$ cat src/rtl/psm_io_hub.sv
// psm_io_hub: KCPSM6 port-mapped I/O hub.
//   - NUM_IN shadow input registers, loaded together on an accepted update
//     pulse so that interrupt-service reads see one coherent snapshot.
//   - NUM_OUT writable output registers at OUT_BASE..OUT_BASE+NUM_OUT-1.
//   - Interrupt latch (IDLE/PEND) driven by upd_sysregs / interrupt_ack.
// Optional feature macro: PSM_IO_HUB_MISSCNT_EN adds a saturating 8-bit
// counter of dropped updates, readable at MISS_PORT and cleared by any write
// to MISS_PORT.
module psm_io_hub #(
    parameter int         NUM_IN    = 8,
    parameter int         NUM_OUT   = 8,
    parameter logic [7:0] OUT_BASE  = 8'h10,
    parameter logic [7:0] MISS_PORT = 8'hFF
) (
    input  logic                 clk,
    input  logic                 reset,
    input  logic [7:0]           port_id,
    input  logic [7:0]           out_port,
    input  logic                 write_strobe,
    input  logic                 k_write_strobe,
    input  logic                 read_strobe,
    output logic [7:0]           in_port,
    output logic                 interrupt,
    input  logic                 interrupt_ack,
    input  logic                 upd_sysregs,
    input  logic [NUM_IN*8-1:0]  in_data,
    output logic [NUM_OUT*8-1:0] out_data
);

    typedef enum logic {
        IDLE = 1'b0,
        PEND = 1'b1
    } state_t;

    state_t     state_r;
    state_t     state_next_s;
    logic       accept_s;
    logic       drop_s;
    logic       wr_en_s;
    logic [7:0] shadow_r [NUM_IN];
    logic [7:0] out_r    [NUM_OUT];
    logic [7:0] rd_data_s;
    logic [7:0] in_port_r;

    // read_strobe carries no decode meaning here: the read mux runs every cycle.
    logic unused_s;
    assign unused_s = read_strobe;

    // An update is taken when nothing is pending, or when the pending one is
    // being acknowledged in the same cycle; otherwise it is dropped.
    assign accept_s = upd_sysregs & ((state_r == IDLE) | interrupt_ack);
    assign drop_s   = upd_sysregs & ~accept_s;
    assign wr_en_s  = write_strobe | k_write_strobe;

    // Interrupt latch next-state logic.
    always_comb begin
        state_next_s = state_r;
        case (state_r)
            IDLE: begin
                if (accept_s) state_next_s = PEND;
                else          state_next_s = IDLE;
            end
            PEND: begin
                if (interrupt_ack && !upd_sysregs) state_next_s = IDLE;
                else                               state_next_s = PEND;
            end
            default: state_next_s = IDLE;
        endcase
    end

    // Interrupt latch state register.
    always_ff @(posedge clk or negedge reset) begin
        if (!reset) state_r <= IDLE;
        else        state_r <= state_next_s;
    end

    assign interrupt = (state_r == PEND);

    // Snapshot all live input bytes on an accepted update.
    always_ff @(posedge clk or negedge reset) begin
        if (!reset) begin
            for (int k = 0; k < NUM_IN; k++) shadow_r[k] <= 8'h00;
        end else if (accept_s) begin
            for (int k = 0; k < NUM_IN; k++) shadow_r[k] <= in_data[8*k +: 8];
        end else begin
            for (int k = 0; k < NUM_IN; k++) shadow_r[k] <= shadow_r[k];
        end
    end

    // Output register write decode; both strobe kinds behave the same.
    always_ff @(posedge clk or negedge reset) begin
        if (!reset) begin
            for (int k = 0; k < NUM_OUT; k++) out_r[k] <= 8'h00;
        end else begin
            for (int k = 0; k < NUM_OUT; k++) begin
                if (wr_en_s && (port_id == (OUT_BASE + 8'(k)))) out_r[k] <= out_port;
                else                                            out_r[k] <= out_r[k];
            end
        end
    end

    for (genvar g = 0; g < NUM_OUT; g++) begin : g_out
        assign out_data[8*g +: 8] = out_r[g];
    end

`ifdef PSM_IO_HUB_MISSCNT_EN
    logic [7:0] miss_r;
    logic       miss_clr_s;

    assign miss_clr_s = wr_en_s & (port_id == MISS_PORT);

    // Saturating count of dropped updates; a clear coinciding with a drop
    // still records that drop.
    always_ff @(posedge clk or negedge reset) begin
        if (!reset)                             miss_r <= 8'h00;
        else if (miss_clr_s && drop_s)          miss_r <= 8'h01;
        else if (miss_clr_s)                    miss_r <= 8'h00;
        else if (drop_s && (miss_r != 8'hFF))   miss_r <= miss_r + 8'h01;
        else                                    miss_r <= miss_r;
    end
`else
    logic unused_drop_s;
    assign unused_drop_s = drop_s;
`endif

    // Read mux: shadow bytes, optional miss counter, zero elsewhere.
    always_comb begin
        rd_data_s = 8'h00;
        for (int k = 0; k < NUM_IN; k++) begin
            rd_data_s = (port_id == 8'(k)) ? shadow_r[k] : rd_data_s;
        end
`ifdef PSM_IO_HUB_MISSCNT_EN
        rd_data_s = (port_id == MISS_PORT) ? miss_r : rd_data_s;
`endif
    end

    // Registered read data, refreshed every cycle.
    always_ff @(posedge clk or negedge reset) begin
        if (!reset) in_port_r <= 8'h00;
        else        in_port_r <= rd_data_s;
    end

    assign in_port = in_port_r;

endmodule

$ cat config.mk
export PLATFORM = sky130hd
export DESIGN_NAME = psm_io_hub
export DESIGN_NICKNAME = d
export VERILOG_FILES = /design/src/rtl/psm_io_hub.sv
export SDC_FILE = /design/constraint.sdc
export NUM_CORES = 1
export LEC_CHECK = 0
export CAP_MARGIN = 5
export CORE_MARGIN = 3
export CORE_UTILIZATION = 52
export CTS_CLUSTER_SIZE = 25
export DETAILED_ROUTE_END_ITERATION = 7
export PLACE_DENSITY = 0.85
export SYNTH_ARGS = -nofsm -noshare
export SYNTH_HDL_FRONTEND = slang
export SYNTH_SLANG_ARGS = --single-unit
$ cat constraint.sdc
create_clock -name clk -period 2.8 [get_ports clk]
set_input_delay 0.56 -clock clk [delete_from_list [all_inputs] [get_ports clk]]
set_output_delay 0.56 -clock clk [all_outputs]
set_load 0.02 [all_outputs]
==> results.md, run 1 <==
- CTS tree: done
- Pre-antenna DRT Iters: 4
- Setup_tns: 0 ps
- Outcome: complete, no violations
- Vias in the first global route: 4322
- Worst Path Buf+Inv: 2
- Largest net degree at the start of global routing: 62
- Met1 usage: 30.0%
- Headroom to the max-slew limit: 52.1%
- Part of the cycle the worst path needs: 79.0%
- CP Launch Type: primary input
- Die height: 113 um
- Unique masters post-synth: 37
- Reg-to-Reg Start: interrupt
- Yosys warning total: 0
- Port Buf Inserts: 158
- Syn_nets: 484
- Overall power: 5.59 mW
- Final hold vios: 0
- Number of DRC markers in iteration 0: 226
- Maxcap violations: 0
- Crit-path slowest cell: nor3b_1
- Final Setup Violations: 0
- Chip Width: 113 um
- Flop pwr share: 41.1%
- # diodes: 0
- R2r endpoint: shadow_r[16]
- Post-synthesis cell area: 0.00590 sq mm
- Clock skew: 6.36 ps
- Met2 usage: 39.0%
- GR Overflow Total: 0
- Reg-to-reg setup timing slack: 1240 ps
- GP Congestion: 0.806
- Root buffer cell: clkbuf_16
- Crit path kind: in2reg
- Crit path cell chain: clkdlybuf4s50_1 -> buf_12 -> nor3b_1 -> a211oi_1 -> nand3b_1 -> a22oi_1
- Worst path max stage delay: 620 ps
- Worst setup EP type: register
- Util after Layout: 76.1%
- Hold buffers post-CTS: 0
- H-tree depth: 4
- Sw Ratio: 22.9%
- PostCTS Resize Cnt: 0
- Number of cells after detailed placement: 687
- Core Area: 0.0110 sq mm
- Fin crit period: 2210 ps
- Nets@finish: 653
- Die area: 0.0127 sq mm
- Pwr Density: 669 mW/mm^2
- Unrepaired setup endpoints after global routing: false
- Starting Density: 53.7%
- Syn-to-layout area delta: 41.6%
- TritonCTS buffer count: 17
- # IOs: 160
- Cell row count: 38
- Buffer count from post-CTS setup fixing: 0
- F_max: 0.452 GHz
- Crit path max fanout: 27
- Clk pin slew, worst setup/hold paths: 60 ps
- P_int: 4.31 mW
- Sequential area share after synthesis: 58.1%
- DRT antenna net count: 0
- Synthesis-stage register bit count: 137
- Post-Route WL: 14200 um
- VDD IR-drop max: 0.000375 V
- Clock sink count: 137
- Critical path's top delay family: simple AND/OR/NAND/NOR gates
- Routed WL per cell: 19.8 um
- GRT busiest layer: met2
- Via Count: 4006
- Clock group share of total power: 44.9%
- Worst R2R Path Depth: 4
- Leak pwr: 3.65 nW
- HP Class: in2async
- Final Non-Filler Cells: 719
- Synth Instances: 397
- Critical Path RT: 3120 ps
- Min Hold Slack: 75.7 ps
- CTS max path bufs: 2
- Vias per std cell: 5.57
- Post-DP HPWL: 10000 um
- P_sw: 1.28 mW
- First-pass GRT wire length: 23000 um
- Global Route Usage Sum: 23.5%
- M3 GR Usage: 7.01%
- Mean Syn Cell Area: 14.9 sq um
- Slew @ Worst Pin: 717 ps
- Slew Viols, Final: 0
- WP data arrival: 2530 ps
- Initial antenna violation count: 0
- Combinational share of power: 14.1%
- Fraction of layout cells with a size suffix above 1: 32.5%
- Worst skew pair latency: 420 ps
- DRC Markers: 0
## logic make-up (layout without fill, tap and decap cells)
logic type | Yosys count | count (layout) | synth area share (%)
and+or+nand+nor | 47 | 47 | 7.17
buffers and inverters | 27 | 209 | 2.54
DFF | 137 | 137 | 58.1
muxes | 139 | 139 | 26.8
AOI/OAI and AO/OA | 47 | 47 | 5.36
## layout make-up
cell class | count | area [sq um]
Multi-Input combinational cell | 233 | 2330
Clock inverter | 11 | 190
Inverter | 7 | 26.3
Tap cell | 140 | 175
Timing Repair Buffer | 170 | 1730
Fill cell | 690 | 2630
Sequential cell | 137 | 3430
Clock buffer | 21 | 480
## sequential cells by signal, indices dropped and copies added (netlist names)
| name | cells |
|---|---|
| out_data | 64 |
| shadow_r | 64 |
| in_port | 8 |
| interrupt | 1 |
## worst reg2reg max path, stage by stage, from the launching register on
cell and delay (ps):
dfrtp_1 350, nand2b_1 80, nand2_2 350, buf_12 270
mux2_2 390
## synthesized netlist by cell type, drive strengths merged
cell type	n	area share [%]
dfrtp	137	58
mux2	130	25
buf	17	1.9
a22oi	12	1.5
a21oi	10	0.85
mux2i	9	1.5
o21ai	8	0.68
a211oi	7	0.89
inv	7	0.45
nand3	7	1.7
nand3b	7	0.89
nor2	6	0.59
nor4bb	6	1.0
o22a	6	0.89
nor3b	5	0.64
nand2	4	0.25
clkbuf	3	0.21
nor2b	3	0.32
nand2b	2	0.21
nand4	2	0.72
nor4	2	0.32
o21a	2	0.25
a32o	1	0.17
and2	1	0.11
and3	1	0.19
nor4b	1	0.25
o22ai	1	0.11
## how the worst max path moves through the flow
stage                               to  cells after the start  startpoint
after floorplan           out_data[56]                      6  port_id[5]
after detailed placement    in_port[2]                      5  port_id[2]
after global placement      in_port[5]                      6  port_id[5]
final                       in_port[2]                      6  port_id[1]
after global routing        in_port[2]                      6  port_id[1]
after CTS                   in_port[2]                      6  port_id[1]
## power groups by stage
stage	Combinational, mW	Clock, mW	Sequential, mW
after floorplan	0.324	0	2.37
after global placement	0.763	0	2.31
after detailed placement	0.789	0	2.33
after CTS	0.797	2.54	2.29
after global routing	0.845	2.65	2.32
final	0.786	2.51	2.30
## placed cells by master (no fill, tap or decap), types with 7 or more instances in the layout
cell type and count:
a211oi_1 7, a21oi_1 10, a22oi_1 12, buf_4 7, clkbuf_16 17, clkdlybuf4s50_1 156
dfrtp_1 137, inv_1 7, mux2_2 120, mux2_4 8, mux2i_1 9, nand3b_1 7
o21ai_0 8
## metrics by stage
step	area (sq um)	worst slack, ps
CTS	8360	633
global placement	7690	302
finish	8360	587
floorplan	5900	926
global route	8360	501
detailed placement	7690	232
## per-layer routing
metal / share of wire (%) / routed length, um
met4: 1.3 / 184
met2: 50 / 7090
met3: 6.1 / 867
met5: 0 / 0
met1: 43 / 6060
(Power assumes the default switching activity.)
==> run 2, diff against run 1 <==
--- a/config.mk
+++ b/config.mk
@@ -7,10 +7,10 @@
 export LEC_CHECK = 0
 export CAP_MARGIN = 5
 export CORE_MARGIN = 3
-export CORE_UTILIZATION = 52
+export CORE_UTILIZATION = 48
 export CTS_CLUSTER_SIZE = 25
 export DETAILED_ROUTE_END_ITERATION = 7
-export PLACE_DENSITY = 0.85
+export PLACE_DENSITY = 0.8
 export SYNTH_ARGS = -nofsm -noshare
 export SYNTH_HDL_FRONTEND = slang
 export SYNTH_SLANG_ARGS = --single-unit
==> constraint.sdc (replaced) <==
create_clock -name clk -period 2.1 [get_ports clk]
set_input_delay 0.42 -clock clk [delete_from_list [all_inputs] [get_ports clk]]
set_output_delay 0.42 -clock clk [all_outputs]
set_load 0.02 [all_outputs]
==> run 2 against run 1 <==
- worst setup slack got worse by 490 ps
- cell count grew 3.5%
- die area up 7.9%
- core utilization down 4.2 points
- wire length shrank 2.2%
- first-iteration DRC count decreased by 9.7%
- critical path type unchanged
- critical endpoint unchanged
==> results.md, run 2 (synthesis results as in run 1) <==
- Outcome: complete, no violations
- Global Route Usage Sum: 21.4%
- Worst setup EP type: register
- Starting Density: 50.4%
- Sw Ratio: 25.6%
- Nets@finish: 675
- Fin crit period: 2010 ps
- Part of the cycle the worst path needs: 95.5%
- Leak pwr: 3.68 nW
- Fin worst setup slack: 94.9 ps
- M3 GR Usage: 7.87%
- Slew @ Worst Pin: 811 ps
- WP data arrival: 2340 ps
- Clock group share of total power: 39.6%
- VDD IR-drop max: 0.000496 V
- CTS tree: done
- GP Congestion: 0.763
- Pre-antenna DRT Iters: 4
- Fraction of layout cells with a size suffix above 1: 34.6%
- Worst skew pair latency: 420 ps
- Reg-to-reg setup timing slack: 760 ps
- Chip Width: 117 um
- Headroom to the max-slew limit: 45.8%
- Core Area: 0.0117 sq mm
- Cell row count: 39
- Crit path cell chain: clkdlybuf4s50_1 -> nor3b_1 -> a211oi_1 -> nand3b_1 -> a22oi_1
- Via Count: 3974
- Met2 usage: 34.1%
- Final Setup Violations: 0
- CTS max path bufs: 2
- H-tree depth: 4
- Post-Place Setup Slack: -221 ps
- CP Launch Type: primary input
- Flop pwr share: 44.7%
- Number of DRC markers in iteration 0: 204
- Critical Path RT: 2440 ps
- # IOs: 160
- GR Overflow Total: 0
- Vias per std cell: 5.34
- Crit path max fanout: 7
- Pwr Density: 811 mW/mm^2
- Clk pin slew, worst setup/hold paths: 60 ps
- Clock skew: 7.49 ps
- Die area: 0.0137 sq mm
- Critical path's top delay family: simple AND/OR/NAND/NOR gates
- Met1 usage: 27.1%
- Crit-path slowest cell: nor3b_1
- Routed WL per cell: 18.7 um
- Crit path from: port_id[2]
- Reg-to-Reg Start: shadow_r[35]
- Initial antenna violation count: 0
- DP Area: 0.00787 sq mm
- Clock sink count: 137
- First-pass GRT wire length: 21900 um
- Die height: 117 um
- Design area: 0.00842 sq mm
- P_int: 5.08 mW
- Unrepaired setup endpoints after global routing: false
- GRT busiest layer: met2
- Worst Path Buf+Inv: 1
- Root buffer cell: clkbuf_16
- Maxcap violations: 0
- Crit path kind: in2reg
- Buffer count from post-CTS setup fixing: 0
- Final hold vios: 0
- Port Buf Inserts: 158
- Worst path max stage delay: 720 ps
- DRT antenna net count: 0
- Post-Route WL: 13900 um
- DRC Markers: 0
- Most frequent cells in the layout: clkdlybuf4s50_1 (156), dfrtp_1 (137), mux2_2 (120)
- Combinational share of power: 15.7%
- Leading cell type in the layout, fill and taps excluded: clkdlybuf4s50_1
- Post-DP HPWL: 10200 um
- F_max: 0.499 GHz
- Vias in the first global route: 4195
- Setup_tns: 0 ps
- HP Class: in2async
- P_sw: 1.75 mW
- Largest net degree at the start of global routing: 77
- # diodes: 0
- Overall power: 6.83 mW
- Slew Viols, Final: 0
- TritonCTS buffer count: 17
- Syn-to-layout area delta: 42.7%
[run 2: final timing paths]
path / end / cells after the start
worst max-delay path: in_port[2] / 5
min in group clk: shadow_r[49] / 1
max in group asynchronous: shadow_r[58] / 3
worst max register to register: in_port[3] / 4
worst min-delay path: out_data[23] / 2
worst min register to register: shadow_r[49] / 1
[run 2: power groups by stage]
| stage | clock network [mW] | registers [mW] | logic, mW |
|---|---|---|---|
| final | 2.71 | 3.05 | 1.07 |
| after global routing | 2.87 | 3.09 | 1.15 |
| after CTS | 2.74 | 3.05 | 1.09 |
| after detailed placement | 0 | 3.10 | 1.08 |
| after global placement | 0 | 3.09 | 1.05 |
| after floorplan | 0 | 3.17 | 0.433 |
[run 2: metal layers]
layer	part of all wire (%)	up-vias
li1	-	1841
met1	42	1963
met2	48	145
met3	7.7	25
met4	2.0	0
met5	0	-
[run 2: repair_timing]
| item | CTS | global route |
|---|---|---|
| endpoints found under the hold margin | 36 | 0 |
| setup endpoints to repair | 0 | 0 |
| resized for setup | 0 | 0 |
| hold buffers | 1 | 0 |
[run 2: layout make-up]
class                   instances  area, sq um
repair buffers                192         1920
flip-flops and latches        137         3430
clock buffers                  19          443
fillers                       791         3290
clock inverters                13         95.1
multi-input cells             233         2330
well taps                     143          179
inverters                       7         26.3
[run 2: through the flow]
step	hold WS (ps)	utilization (%)	std cells
after detailed placement	340	67.2	711
after global routing	492	71.9	744
after floorplan	124	-	397
after global placement	336	67.2	711
final	470	71.9	744
after CTS	475	71.9	744
